### src/rtl/arm_fetch_unit_pkg.sv
// Shared types and constants for the ARM fetch front end.
package arm_pkg;

    typedef enum logic [1:0] {
        IDLE,
        WAIT,
        DRAIN
    } fetch_state_t;

    localparam int INS_BYTES = 4;

endpackage

### src/rtl/arm_fetch_unit_if.sv
// Fetch unit bus bundle: instruction memory handshake, execute redirect and
// the decode-side instruction stream.
interface arm_fetch_unit_if #(
    parameter int AW = 32,
    parameter int DW = 32
);
    logic          imem_req;
    logic [AW-1:0] imem_addr;
    logic          imem_rvalid;
    logic [DW-1:0] imem_rdata;
    logic          redirect_valid;
    logic [AW-1:0] redirect_pc;
    logic          ins_valid;
    logic [DW-1:0] ins;
    logic [AW-1:0] ins_pc;
    logic [AW-1:0] ins_pc_plus4;
    logic          ins_ready;

    modport master (
        output imem_req, imem_addr, ins_valid, ins, ins_pc, ins_pc_plus4,
        input  imem_rvalid, imem_rdata, redirect_valid, redirect_pc, ins_ready
    );

    modport slave (
        input  imem_req, imem_addr, ins_valid, ins, ins_pc, ins_pc_plus4,
        output imem_rvalid, imem_rdata, redirect_valid, redirect_pc, ins_ready
    );
endinterface

### src/rtl/arm_fetch_unit_queue.sv
// Prefetch FIFO holding {pc, word} entries; flush wins over push.
module fetch_queue #(
    parameter int DEPTH = 4,
    parameter int W     = 64
) (
    input  logic                     clk,
    input  logic                     rst,
    input  logic                     push_i,
    input  logic [W-1:0]             push_data_i,
    input  logic                     pop_i,
    input  logic                     flush_i,
    output logic [W-1:0]             head_o,
    output logic [$clog2(DEPTH):0]   count_o,
    output logic                     full_o,
    output logic                     empty_o
);
    localparam int PW = $clog2(DEPTH);
    localparam int CW = PW + 1;

    logic [W-1:0]  mem_q [DEPTH];
    logic [PW-1:0] rd_ptr_q;
    logic [PW-1:0] wr_ptr_q;
    logic [CW-1:0] count_q;
    logic          do_push;
    logic          do_pop;

    assign full_o  = (count_q == CW'(DEPTH));
    assign empty_o = (count_q == '0);
    assign count_o = count_q;
    assign head_o  = mem_q[rd_ptr_q];
    assign do_pop  = pop_i && !empty_o;
    assign do_push = push_i && !flush_i && (!full_o || do_pop);

    always_ff @(posedge clk or posedge rst) begin
        if (rst) begin
            rd_ptr_q <= '0;
            wr_ptr_q <= '0;
            count_q  <= '0;
        end else if (flush_i) begin
            rd_ptr_q <= '0;
            wr_ptr_q <= '0;
            count_q  <= '0;
        end else begin
            if (do_push) wr_ptr_q <= wr_ptr_q + 1'b1;
            if (do_pop)  rd_ptr_q <= rd_ptr_q + 1'b1;
            count_q <= count_q + CW'(do_push) - CW'(do_pop);
        end
    end

    // Storage needs no reset: the read side is gated by count.
    always_ff @(posedge clk) begin
        if (do_push) mem_q[wr_ptr_q] <= push_data_i;
    end

endmodule

### src/rtl/arm_fetch_unit.sv
// Instruction fetch front end: one outstanding request to a wait-state memory,
// a prefetch queue towards decode, and flush/restart on execute redirects.
module arm_fetch_unit
    import arm_pkg::*;
#(
    parameter int            AW       = 32,
    parameter int            DW       = 32,
    parameter int            DEPTH    = 4,
    parameter logic [AW-1:0] RESET_PC = '0
) (
    input  logic             clk,
    input  logic             rst,
    arm_fetch_unit_if.master bus
);
    localparam int CW = $clog2(DEPTH) + 1;
    localparam int EW = AW + DW;

    fetch_state_t  state_q, state_d;
    logic [AW-1:0] fpc_q, fpc_d;
    logic [AW-1:0] req_pc_q, req_pc_d;
    logic [EW-1:0] last_head_q;
    logic [EW-1:0] head;
    logic [EW-1:0] shown;
    logic [AW-1:0] shown_pc;
    logic [AW-1:0] target;
    logic [CW-1:0] count;
    logic          issue;
    logic          push;
    logic          pop;
    logic          full;
    logic          empty;

    assign target = bus.redirect_pc & ~AW'(3);
    assign issue  = (state_q == IDLE) && (count < CW'(DEPTH)) && !bus.redirect_valid;
    assign pop    = !empty && bus.ins_ready;

    always_comb begin
        state_d  = state_q;
        fpc_d    = fpc_q;
        req_pc_d = req_pc_q;
        push     = 1'b0;
        case (state_q)
            IDLE: begin
                if (issue) begin
                    state_d  = WAIT;
                    req_pc_d = fpc_q;
                    fpc_d    = fpc_q + AW'(INS_BYTES);
                end
            end
            WAIT: begin
                if (bus.imem_rvalid) begin
                    state_d = IDLE;
                    push    = !bus.redirect_valid && !full;
                end else if (bus.redirect_valid) begin
                    state_d = DRAIN;
                end
            end
            DRAIN: begin
                if (bus.imem_rvalid) state_d = IDLE;
            end
            default: state_d = IDLE;
        endcase
        if (bus.redirect_valid) fpc_d = target;
    end

    always_ff @(posedge clk or posedge rst) begin
        if (rst) begin
            state_q  <= IDLE;
            fpc_q    <= RESET_PC;
            req_pc_q <= RESET_PC;
        end else begin
            state_q  <= state_d;
            fpc_q    <= fpc_d;
            req_pc_q <= req_pc_d;
        end
    end

    fetch_queue #(
        .DEPTH (DEPTH),
        .W     (EW)
    ) u_queue (
        .clk         (clk),
        .rst         (rst),
        .push_i      (push),
        .push_data_i ({req_pc_q, bus.imem_rdata}),
        .pop_i       (pop),
        .flush_i     (bus.redirect_valid),
        .head_o      (head),
        .count_o     (count),
        .full_o      (full),
        .empty_o     (empty)
    );

    // Decode sees the last head while the queue is empty rather than stale storage.
    always_ff @(posedge clk or posedge rst) begin
        if (rst) begin
            last_head_q <= '0;
        end else if (!empty) begin
            last_head_q <= head;
        end
    end

    assign shown    = empty ? last_head_q : head;
    assign shown_pc = shown[EW-1:DW];

    assign bus.imem_req     = issue;
    assign bus.imem_addr    = fpc_q;
    assign bus.ins_valid    = !empty;
    assign bus.ins          = shown[DW-1:0];
    assign bus.ins_pc       = shown_pc;
    assign bus.ins_pc_plus4 = shown_pc + AW'(INS_BYTES);

endmodule

### src/flat_wrapper.sv
// flat-port wrapper written by rule: the top's interface ports become plain ports
module arm_fetch_unit_flat import arm_pkg::*;
#(
    parameter int            AW       = 32,
    parameter int            DW       = 32,
    parameter int            DEPTH    = 4,
    parameter logic [AW-1:0] RESET_PC = '0
)
  (clk, rst, bus_imem_req, bus_imem_addr, bus_ins_valid, bus_ins, bus_ins_pc, bus_ins_pc_plus4, bus_imem_rvalid, bus_imem_rdata, bus_redirect_valid, bus_redirect_pc, bus_ins_ready);
  arm_fetch_unit_if #(.AW(AW), .DW(DW)) bus_i ();
  input  logic clk;
  input  logic rst;
  output wire logic [$bits(bus_i.imem_req)-1:0] bus_imem_req;
  output wire logic [$bits(bus_i.imem_addr)-1:0] bus_imem_addr;
  output wire logic [$bits(bus_i.ins_valid)-1:0] bus_ins_valid;
  output wire logic [$bits(bus_i.ins)-1:0] bus_ins;
  output wire logic [$bits(bus_i.ins_pc)-1:0] bus_ins_pc;
  output wire logic [$bits(bus_i.ins_pc_plus4)-1:0] bus_ins_pc_plus4;
  input wire logic [$bits(bus_i.imem_rvalid)-1:0] bus_imem_rvalid;
  input wire logic [$bits(bus_i.imem_rdata)-1:0] bus_imem_rdata;
  input wire logic [$bits(bus_i.redirect_valid)-1:0] bus_redirect_valid;
  input wire logic [$bits(bus_i.redirect_pc)-1:0] bus_redirect_pc;
  input wire logic [$bits(bus_i.ins_ready)-1:0] bus_ins_ready;
  assign bus_imem_req = bus_i.imem_req;
  assign bus_imem_addr = bus_i.imem_addr;
  assign bus_ins_valid = bus_i.ins_valid;
  assign bus_ins = bus_i.ins;
  assign bus_ins_pc = bus_i.ins_pc;
  assign bus_ins_pc_plus4 = bus_i.ins_pc_plus4;
  assign bus_i.imem_rvalid = bus_imem_rvalid;
  assign bus_i.imem_rdata = bus_imem_rdata;
  assign bus_i.redirect_valid = bus_redirect_valid;
  assign bus_i.redirect_pc = bus_redirect_pc;
  assign bus_i.ins_ready = bus_ins_ready;
  arm_fetch_unit #(.AW(AW), .DW(DW), .DEPTH(DEPTH), .RESET_PC(RESET_PC)) u_core (.clk(clk), .rst(rst), .bus(bus_i));
endmodule
### config.mk
export PLATFORM = sky130hd
export DESIGN_NAME = arm_fetch_unit_flat
export DESIGN_NICKNAME = d
export VERILOG_FILES = /design/src/rtl/arm_fetch_unit_pkg.sv /design/src/rtl/arm_fetch_unit_if.sv /design/src/rtl/arm_fetch_unit_queue.sv /design/src/rtl/arm_fetch_unit.sv /design/src/flat_wrapper.sv
export SDC_FILE = /design/constraint.sdc
export NUM_CORES = 1
export LEC_CHECK = 0
export ABC_AREA = 1
export CAP_MARGIN = 20
export CORE_ASPECT_RATIO = 1.4
export CORE_UTILIZATION = 55
export CTS_CLUSTER_SIZE = 10
export DETAILED_ROUTE_END_ITERATION = 8
export PLACE_DENSITY = 0.79
export SLEW_MARGIN = 30
export SYNTH_ARGS = -nofsm -noshare
export SYNTH_HDL_FRONTEND = slang
export SYNTH_SLANG_ARGS = --single-unit
### constraint.sdc
create_clock -name clk -period 6.43 [get_ports clk]
set_clock_uncertainty 0.05 [all_clocks]
set_input_delay 1.286 -clock clk [delete_from_list [all_inputs] [get_ports clk]]
set_output_delay 1.286 -clock clk [all_outputs]
set_load 0.005 [all_outputs]
# Word level (Yosys, flattened, before mapping)
# Memory sizes are Yosys's and may differ from the RTL's.
# Cells that the tools add are included.
# totals
ram_bits,256
mem_count,1
wordCells,59
output_inout_bits,130
in_bits,69
latchBits,0
regBits,137
mem_bits_ro,0
# op_classes
magnitude_cmp,1
n_mux,18
multipliers,0
n_div,0
bitwise,0
n_reduce_logical,20
n_shift,0
n_addsub,6
eq_ne,6
# mem_list
memory,words,width,rd,rd_clocked_by_memory_dff,wr,line,rtl
u_core.u_queue.mem_q,4,64,1,0,1,arm_fetch_unit_queue.sv:20,logic [W-1:0] mem_q [DEPTH];
# op_table
op,count
$mux 32,3
$add 32x3->32 const B,2
$mux 64,1
$mux 2,8
$reduce_bool 2->1,4
$logic_and 1x1->1,7
$pmux 2 s3,1
$add 2x1->2 const B,2
$mux 1,4
$ne 2x2->1 const B,2
$reduce_and 2->1,2
$add 3x1->3,1
$eq 3x3->1 const B,1
$logic_not 1->1,3
$logic_not 3->1,1
$lt 3x3->1 const B,1
$mux 3,1
$ne 3x3->1 const B,1
$reduce_and 3->1,1
$sub 3x1->3,1
$eq 2x1->1 const B,1
$eq 2x2->1 const B,1
$logic_not 2->1,1
$logic_or 1x1->1,1

# Longest topological paths before layout
# Gate-level depths: netlist of run 1.
# depth
ltp_word,10
ltp_mapped,15
ltp_nobuf,14

# Cells and area by module
# From an unflattened synthesis of run 1, not the netlist that was laid out.
# unflattened
cells_unflattened,1653
area_unflattened_um2,17197.7
# by_module_without_submodules
mod,seq_area_each_um2,cells_per_inst,area_each_um2,n_inst
fetch_queue,7862.5,683,10183.5,1
arm_fetch_unit,3153.0,970,7014.2,1

# Worst setup path before layout of run 1
# No wires, ideal clock.
# synth_timing
kind,input port to flip-flop
startpoint,input bus_redirect_valid
endpoint,memory u_core.u_queue.mem_q[0][0] (enable)
path_buffers,1
path_stages,6
required_ns,5.898
t_arrival_ns,4.681
setup_ns,0.482
setup_slack_ns,1.217
path_cell_list,clkbuf_1 > nor3_1 > inv_1 > nor3_1 > inv_1 > nor2_1
# synth_via
elab_chain_len,8
# synth_rtl
item,line,rtl
from (decl),flat_wrapper.sv:21,input wire logic [$bits(bus_i.redirect_valid)-1:0] bus_redirect_valid;
$logic_not 1->1 *,"arm_fetch_unit_queue.sv:32, arm_fetch_unit.sv:53",
$logic_and 1x1->1,arm_fetch_unit.sv:53,push = !bus.redirect_valid && !full;
$mux 1,arm_fetch_unit.sv:51,if (bus.imem_rvalid) begin
$mux 1,arm_fetch_unit.sv:42,case (state_q)
$logic_and 1x1->1 * (2 in a row),arm_fetch_unit_queue.sv:32,assign do_push = push_i && !flush_i && (!full_o || do_pop);
$mux 1 *,arm_fetch_unit_queue.sv:52,if (do_push) mem_q[wr_ptr_q] <= push_data_i;
$mux 1 (implied by the code) *,arm_fetch_unit_queue.sv:52,
to (decl),arm_fetch_unit_queue.sv:20,
# Mark *: on every way between the ends. The rest lies on a longest branch, timed or not.

# Worst setup path in the final report of run 1
# layout_timing
startpoint,register u_core.u_queue.rd_ptr_q[0]
endpoint,output bus_ins_pc_plus4[28]
# layout_via
elab_chain_len,3
# layout_rtl
item,line,rtl
from (decl),arm_fetch_unit_queue.sv:21,logic [PW-1:0] rd_ptr_q;
from (signal assigned),arm_fetch_unit_queue.sv:45,if (do_pop) rd_ptr_q <= rd_ptr_q + 1'b1;
$mem_v2 4x64,n/a,
$mux 64,arm_fetch_unit.sv:103,assign shown = empty ? last_head_q : head;
$add 32x3->32,arm_fetch_unit.sv:111,assign bus.ins_pc_plus4 = shown_pc + AW'(INS_BYTES);
to (decl),flat_wrapper.sv:18,output wire logic [$bits(bus_i.ins_pc_plus4)-1:0] bus_ins_pc_plus4;
# Every way passes these cells.

==> flow_metrics.py, run 1 <==
metrics = {
    "setup_path": {
        "worst-path-buf-inv": 3,
        "cpPeakStageDelay_ps": 930,
        "reg2reg_depth": 13,
        "cpLargestDelayFamily": "buffers and inverters",
        "crit_fanout": 69,
        "reg2reg_to": "u_core.u_queue.count_o[2]$_DFF_PP0_",
        "crit_arrival_ps": 4180,
        "path_cells": "inv_2 > buf_4 > nand2_1 > nand3_1 > nand2_1 > nand2_1 > nand2_4 > nand2_1 > nor2_1 > nand2_1 > nor2_1 > nand3_1 > nand2_1 > clkdlybuf4s50_1",
        "endpoint_kind": "output port",
        "r2r_start": "u_core.u_queue.count_o[1]$_DFF_PP0_",
        "r2r_setup_slack_ps": 3200,
        "required_ps": 5090,
        "setup.worst_path.start_class": "flop",
        "cpMaxStageDelayCell": "dfrtp_4",
        "cpMostUsedCell": "nand2_1",
        "critPathKind": "reg -> out",
    },
    "synthesis": {
        "synth_area_per_cell_sq_um": 9.69,
        "ys.flop_type": "edfxtp_1",
        "netlist_top_cells_area": "edfxtp_1, dfrtp_1, nand2_1, nor2_1, inv_1",
        "syn-cell-area_sq_um": 17200,
        "netlist_instances": 1773,
        "ys_top_cells_by_count": "nand2_1, nor2_1, edfxtp_1",
        "synth_warnings": 0,
        "ys_seq_elements": 381,
        "synth_edf_count": 248,
        "synth_area_leader_cell": "edfxtp_1",
        "seq_area_frac_synth": 0.627,
        "synth_top_area_share": 0.433,
        "synthArstFlopShare": 0.349,
        "synth.most_common_cell": "nand2_1",
        "post_synth_num_cell_types": 48,
    },
    "sta": {
        "max_freq_mhz": 181,
        "relSlewSlack": 0.406,
        "min_period_ps": 5520,
        "tns_ps": 0,
        "worst_pin_slew_ps": 890,
        "hold_viol": 0,
        "setup_viol": 0,
        "finalCritPeriodShare": 0.858,
        "maxSlewViolCount": 0,
        "rsz0062_at_grt": "no",
    },
    "hold_path": {
        "hold_path.class": "reg -> reg",
        "hold_depth": 1,
        "min-delay-start": "u_core.state_q[0]$_DFFE_PP0P_",
        "min_to": "u_core.state_q[1]$_DFFE_PP0P_",
    },
    "power": {
        "power.density_nw_per_um2": 482,
        "ir_worst_vdd_mv": 0.277,
        "p_leak_nw": 8.55,
    },
    "cts": {
        "holdBufCountCts": 0,
        "ctsLongestPathBuffers": 3,
        "cts_tree": "yes",
        "post_cts_resized": 0,
        "clk_latency_ps": 550,
        "h-tree-depth": 2,
        "ctsRootBufferMaster": "clkbuf_16",
        "cts_setup_buffers": 0,
        "cts_inserted_buffers": 44,
        "path_clk_slew_ps": 50,
        "cts.sinks": 381,
    },
    "floorplan": {
        "die_w_um": 151,
        "dieArea_sq_um": 32000,
        "core_sq_um": 30700,
        "dieHeight_um": 211,
        "initial_core_util": 0.560,
        "rows": 76,
        "pin_count": 199,
    },
    "global_routing": {
        "grt_use_total": 0.258,
        "grt_max_degree": 99,
        "overflow": 0,
        "grt_pass1_wl_mm": 63.3,
        "antenna_found_initial": 0,
        "grt_pass1_vias": 12400,
    },
    "cells_and_area": {
        "areaGrowthSynthToFinish_pct": 20.1,
        "nets": 2030,
        "stdcell_count": 2377,
        "drive_above_1_share": 0.0800,
        "antennaDiodeCount": 0,
    },
    "drt": {
        "viasPerCell": 5.39,
        "wirelength_mm": 40.4,
        "wl_per_cell_um": 17.0,
        "vias": 12800,
        "postRouteAntennaNets": 0,
        "drtPass1Iterations": 7,
        "first_iter_violations": 945,
        "route.detailed.drc": 0,
    },
    "place": {
        "hpwlAfterDp_mm": 25.1,
        "dp.cells": 2295,
        "place_congestion": 0.912,
        "io_buffer_count": 194,
    },
    "status": {
        "status": "complete, no violations",
    },
    "run": {
        "drv_cap": 0,
    },
}
## worst max path at each step
stage                                                start                              endpoint  cells after the start
floorplan                               bus_redirect_valid  u_core.u_queue.mem_q[0][0]$_DFFE_PP_                      6
global placement    u_core.u_queue.rd_ptr_q[0]$_DFFE_PP0P_                  bus_ins_pc_plus4[29]                     14
detailed placement  u_core.u_queue.rd_ptr_q[0]$_DFFE_PP0P_                  bus_ins_pc_plus4[28]                     14
CTS                 u_core.u_queue.rd_ptr_q[0]$_DFFE_PP0P_                  bus_ins_pc_plus4[28]                     14
global route        u_core.u_queue.rd_ptr_q[0]$_DFFE_PP0P_                  bus_ins_pc_plus4[26]                     14
finish              u_core.u_queue.rd_ptr_q[0]$_DFFE_PP0P_                  bus_ins_pc_plus4[28]                     14
## cells by family after synthesis
group / after synthesis / synth area share
AND/OR/NAND/NOR: 911 / 0.229
AO/OA/AOI/OAI: 173 / 0.0569
XOR/XNOR: 19 / 0.00968
flip-flops: 381 / 0.627
buffers and inverters: 279 / 0.0708
other: 1 / 0.000218
adder cells (fa/ha/maj): 9 / 0.00699
## layer usage
| layer | wire (um) | global-route usage | up-vias |
|---|---|---|---|
| li1 | - | - | 6158 |
| met1 | 15800 | 0.330 | 6046 |
| met2 | 20600 | 0.442 | 520 |
| met3 | 2800 | 0.0326 | 96 |
| met4 | 1230 | 0.104 | 0 |
| met5 | 0 | 0 | - |
## final cells by class
| type | instances | area, sq um |
|---|---|---|
| sequential | 381 | 10800 |
| fill | 2304 | 10100 |
| multi-input combinational | 1114 | 5230 |
| timing repair buffer | 208 | 2070 |
| clock buffer | 78 | 1250 |
| inverter | 203 | 774 |
| tap | 390 | 488 |
| clock inverter | 3 | 48.8 |
## through the flow
stage	hold WS, ps	utilization	cell area [sq um]	power (mW)	worst slack (ps)
after floorplan	402	-	17200	5.76	1220
after global placement	416	0.629	19300	7.59	1590
after detailed placement	426	0.629	19300	7.69	1500
after CTS	440	0.671	20600	9.97	888
after global routing	479	0.672	20600	10.5	630
final	442	0.672	20600	9.95	914
## registers in the layout, indices dropped and copies added, names as in the netlist
signal                   count
u_core.u_queue.mem_q       248
u_core.last_head_q          64
u_core.bus.imem_addr        30
u_core.req_pc_q             30
u_core.u_queue.count_o       3
u_core.state_q               2
u_core.u_queue.rd_ptr_q      2
u_core.u_queue.wr_ptr_q      2
## cells in the final DEF, fill, tap and decap left out, types with 19 or more instances in the layout
| master | Yosys | layout |
|---|---|---|
| clkbuf_16 | 0 | 45 |
| a31oi_1 | 33 | 33 |
| dfrtp_1 | 133 | 131 |
| nand4_1 | 25 | 25 |
| nor2_2 | 19 | 19 |
| nand2_1 | 412 | 412 |
| clkdlybuf4s50_1 | 0 | 194 |
| o21ai_0 | 100 | 100 |
| nor2_1 | 256 | 252 |
| inv_1 | 196 | 195 |
| nand3_1 | 119 | 119 |
| clkbuf_1 | 24 | 33 |
| nand2_2 | 39 | 39 |
| edfxtp_1 | 248 | 248 |
## report_power, final
| group | switching (mW) | internal (mW) |
|---|---|---|
| combinational | 2.35 | 1.84 |
| clock | 0.942 | 1.32 |
| sequential | 0.360 | 3.15 |
| total | 3.65 | 6.31 |
No activity file was read; power rests on OpenSTA's default activity.
==> run 2, diff against run 1 <==
--- a/config.mk
+++ b/config.mk
@@ -7,8 +7,9 @@
 export LEC_CHECK = 0
 export ABC_AREA = 1
 export CAP_MARGIN = 20
-export CORE_ASPECT_RATIO = 1.4
+export CORE_ASPECT_RATIO = 1.2
 export CORE_UTILIZATION = 55
+export CTS_BUF_LIST = sky130_fd_sc_hd__clkbuf_4
 export CTS_CLUSTER_SIZE = 10
 export DETAILED_ROUTE_END_ITERATION = 8
 export PLACE_DENSITY = 0.79
==> run 2 against run 1 <==
  * Die area hardly changed
  * Fmax is 4.4% lower
  * Utilization is 0.23 points higher
  * Highest routed layer unchanged
  * Hold slack worse by 2.7 ps
  * Clock-buffer cell count is 59 higher
  * Sequential cell count stayed put
  * Sequential power hardly changed
  * Cell area is 0.15% higher
  * Sequential share of layout area is 0.079 points lower
  * Cell count is 4.2% higher
  * Largest power group unchanged
  * First-iteration DRC count is 0.95% lower
  * Routed wire length is 0.69% lower
==> flow_metrics.py, run 2 (synthesis results as in run 1) <==
metrics = {
    "floorplan": {
        "dieArea_sq_um": 32000,
        "pin_count": 199,
        "rows": 70,
        "core_sq_um": 30700,
        "dieHeight_um": 196,
        "die_w_um": 163,
        "initial_core_util": 0.561,
    },
    "place": {
        "place_congestion": 0.919,
        "hpwlAfterDp_mm": 25.1,
        "io_buffer_count": 194,
        "dp.cells": 2304,
    },
    "drt": {
        "wl_per_cell_um": 16.2,
        "route.detailed.drc": 0,
        "viasPerCell": 5.24,
        "wirelength_mm": 40.1,
        "first_iter_violations": 936,
        "postRouteAntennaNets": 0,
        "vias": 13000,
        "drtPass1Iterations": 5,
    },
    "cts": {
        "cts.sinks": 381,
        "clk_latency_ps": 720,
        "ctsLongestPathBuffers": 3,
        "post_cts_resized": 0,
        "holdBufCountCts": 0,
        "cts_tree": "yes",
        "cts_setup_buffers": 0,
        "h-tree-depth": 3,
        "cts_inserted_buffers": 90,
        "path_clk_slew_ps": 60,
        "ctsRootBufferMaster": "clkbuf_4",
    },
    "sta": {
        "worst_pin_slew_ps": 995,
        "min_period_ps": 5770,
        "setup_viol": 0,
        "max_freq_mhz": 173,
        "tns_ps": 0,
        "hold_viol": 0,
        "hold_ws_ps": 439,
        "finalCritPeriodShare": 0.898,
        "relSlewSlack": 0.337,
        "rsz0062_at_grt": "no",
        "maxSlewViolCount": 0,
    },
    "setup_path": {
        "critPathKind": "reg -> out",
        "crit_fanout": 60,
        "endpoint_kind": "output port",
        "setup.worst_path.start_class": "flop",
        "required_ps": 5090,
        "crit_arrival_ps": 4440,
    },
    "run": {
        "drv_cap": 0,
    },
    "global_routing": {
        "grt_max_degree": 91,
        "grt_use_total": 0.258,
        "antenna_found_initial": 2,
        "grt_pass1_wl_mm": 64.2,
        "overflow": 0,
        "grt_pass1_vias": 12800,
    },
    "cells_and_area": {
        "nets": 2078,
        "fillerInstances": 2326,
        "reg.largest.list": "u_core.u_queue.mem_q (248), u_core.last_head_q (64)",
        "stdcell_count": 2476,
        "top_register": "u_core.u_queue.mem_q",
        "areaGrowthSynthToFinish_pct": 20.3,
        "finish.utilization": 0.674,
        "layout_commonest_cell": "nand2_1",
        "drive_above_1_share": 0.126,
        "largest_register_ff_count": 248,
        "mostFrequentLayoutCells": "nand2_1, nor2_1, edfxtp_1",
    },
    "power": {
        "ir_worst_vdd_mv": 0.283,
        "power.density_nw_per_um2": 472,
        "power_mw": 9.75,
        "p_leak_nw": 8.70,
    },
    "status": {
        "status": "complete, no violations",
    },
    "hold_path": {
        "hold_path.class": "reg -> reg",
    },
}
## run 2: cell types whose count changed in the layout (fill, tap and decap cells not counted), sizes merged
cell / delta
bufinv: +4
buf: +2
diode: +3
clkbuf: +59
inv: -2
clkinv: +27
## run 2: cell type report
| class | instances | area, sq um | area share |
|---|---|---|---|
| antenna | 3 | 7.51 | 0.000363 |
| clock buffer | 137 | 1030 | 0.0497 |
| clock inverter | 32 | 233 | 0.0113 |
| inverter | 203 | 773 | 0.0374 |
| multi-input combinational | 1114 | 5230 | 0.253 |
| sequential | 381 | 10800 | 0.521 |
| tap | 396 | 495 | 0.0240 |
| timing repair buffer | 210 | 2130 | 0.103 |
## run 2: path summary, 6_finish.rpt
check | from | endpoint | slack [ps] | depth (start not counted)
worst max-delay path | u_core.u_queue.rd_ptr_q[0]$_DFFE_PP0P_ | bus_ins_pc_plus4[29] | 660 | 14
worst min-delay path | u_core.state_q[0]$_DFFE_PP0P_ | u_core.state_q[1]$_DFFE_PP0P_ | 440 | 1
worst max register to register | u_core.u_queue.rd_ptr_q[0]$_DFFE_PP0P_ | u_core.last_head_q[2]$_DFF_PP0_ | 3550 | 5
worst min register to register | u_core.state_q[0]$_DFFE_PP0P_ | u_core.state_q[1]$_DFFE_PP0P_ | 440 | 1
max in group asynchronous | rst | u_core.bus.imem_addr[27]$_DFFE_PP0P_ | 4060 | 3
min in group asynchronous | rst | u_core.last_head_q[23]$_DFF_PP0_ | 1070 | 2
## run 2: per-layer routing
metal	wire length, um	track usage	share of wire
met5	0	0	0
met2	19900	0.435	0.50
met4	768	0.0980	0.019
met1	17000	0.331	0.42
met3	2420	0.0457	0.060
## run 2: where the power goes
group          switching, mW  internal, mW  leakage (nW)
combinational           2.35          1.83          4.14
clock                  0.941          1.14         0.750
sequential             0.350          3.14          3.82
## run 2: critical path, stage by stage (launching register included)
cell and delay (ps):
dfrtp_4 710, clkinv_2 770, buf_4 520, nand2_1 90, nand3_1 60, nand2_1 90, nand2_1 110, nand2_2 190
nand2_1 100, nor2_1 190, nand2_1 70, nor2_1 170, nand3_1 90, nand2_1 80, clkdlybuf4s50_1 490
## run 2: metrics by stage
step,setup WS (ps),cell area [sq um]
floorplan,1220,17200
global placement,1710,19400
detailed placement,1680,19400
CTS,885,20700
global route,276,20700
finish,658,20700
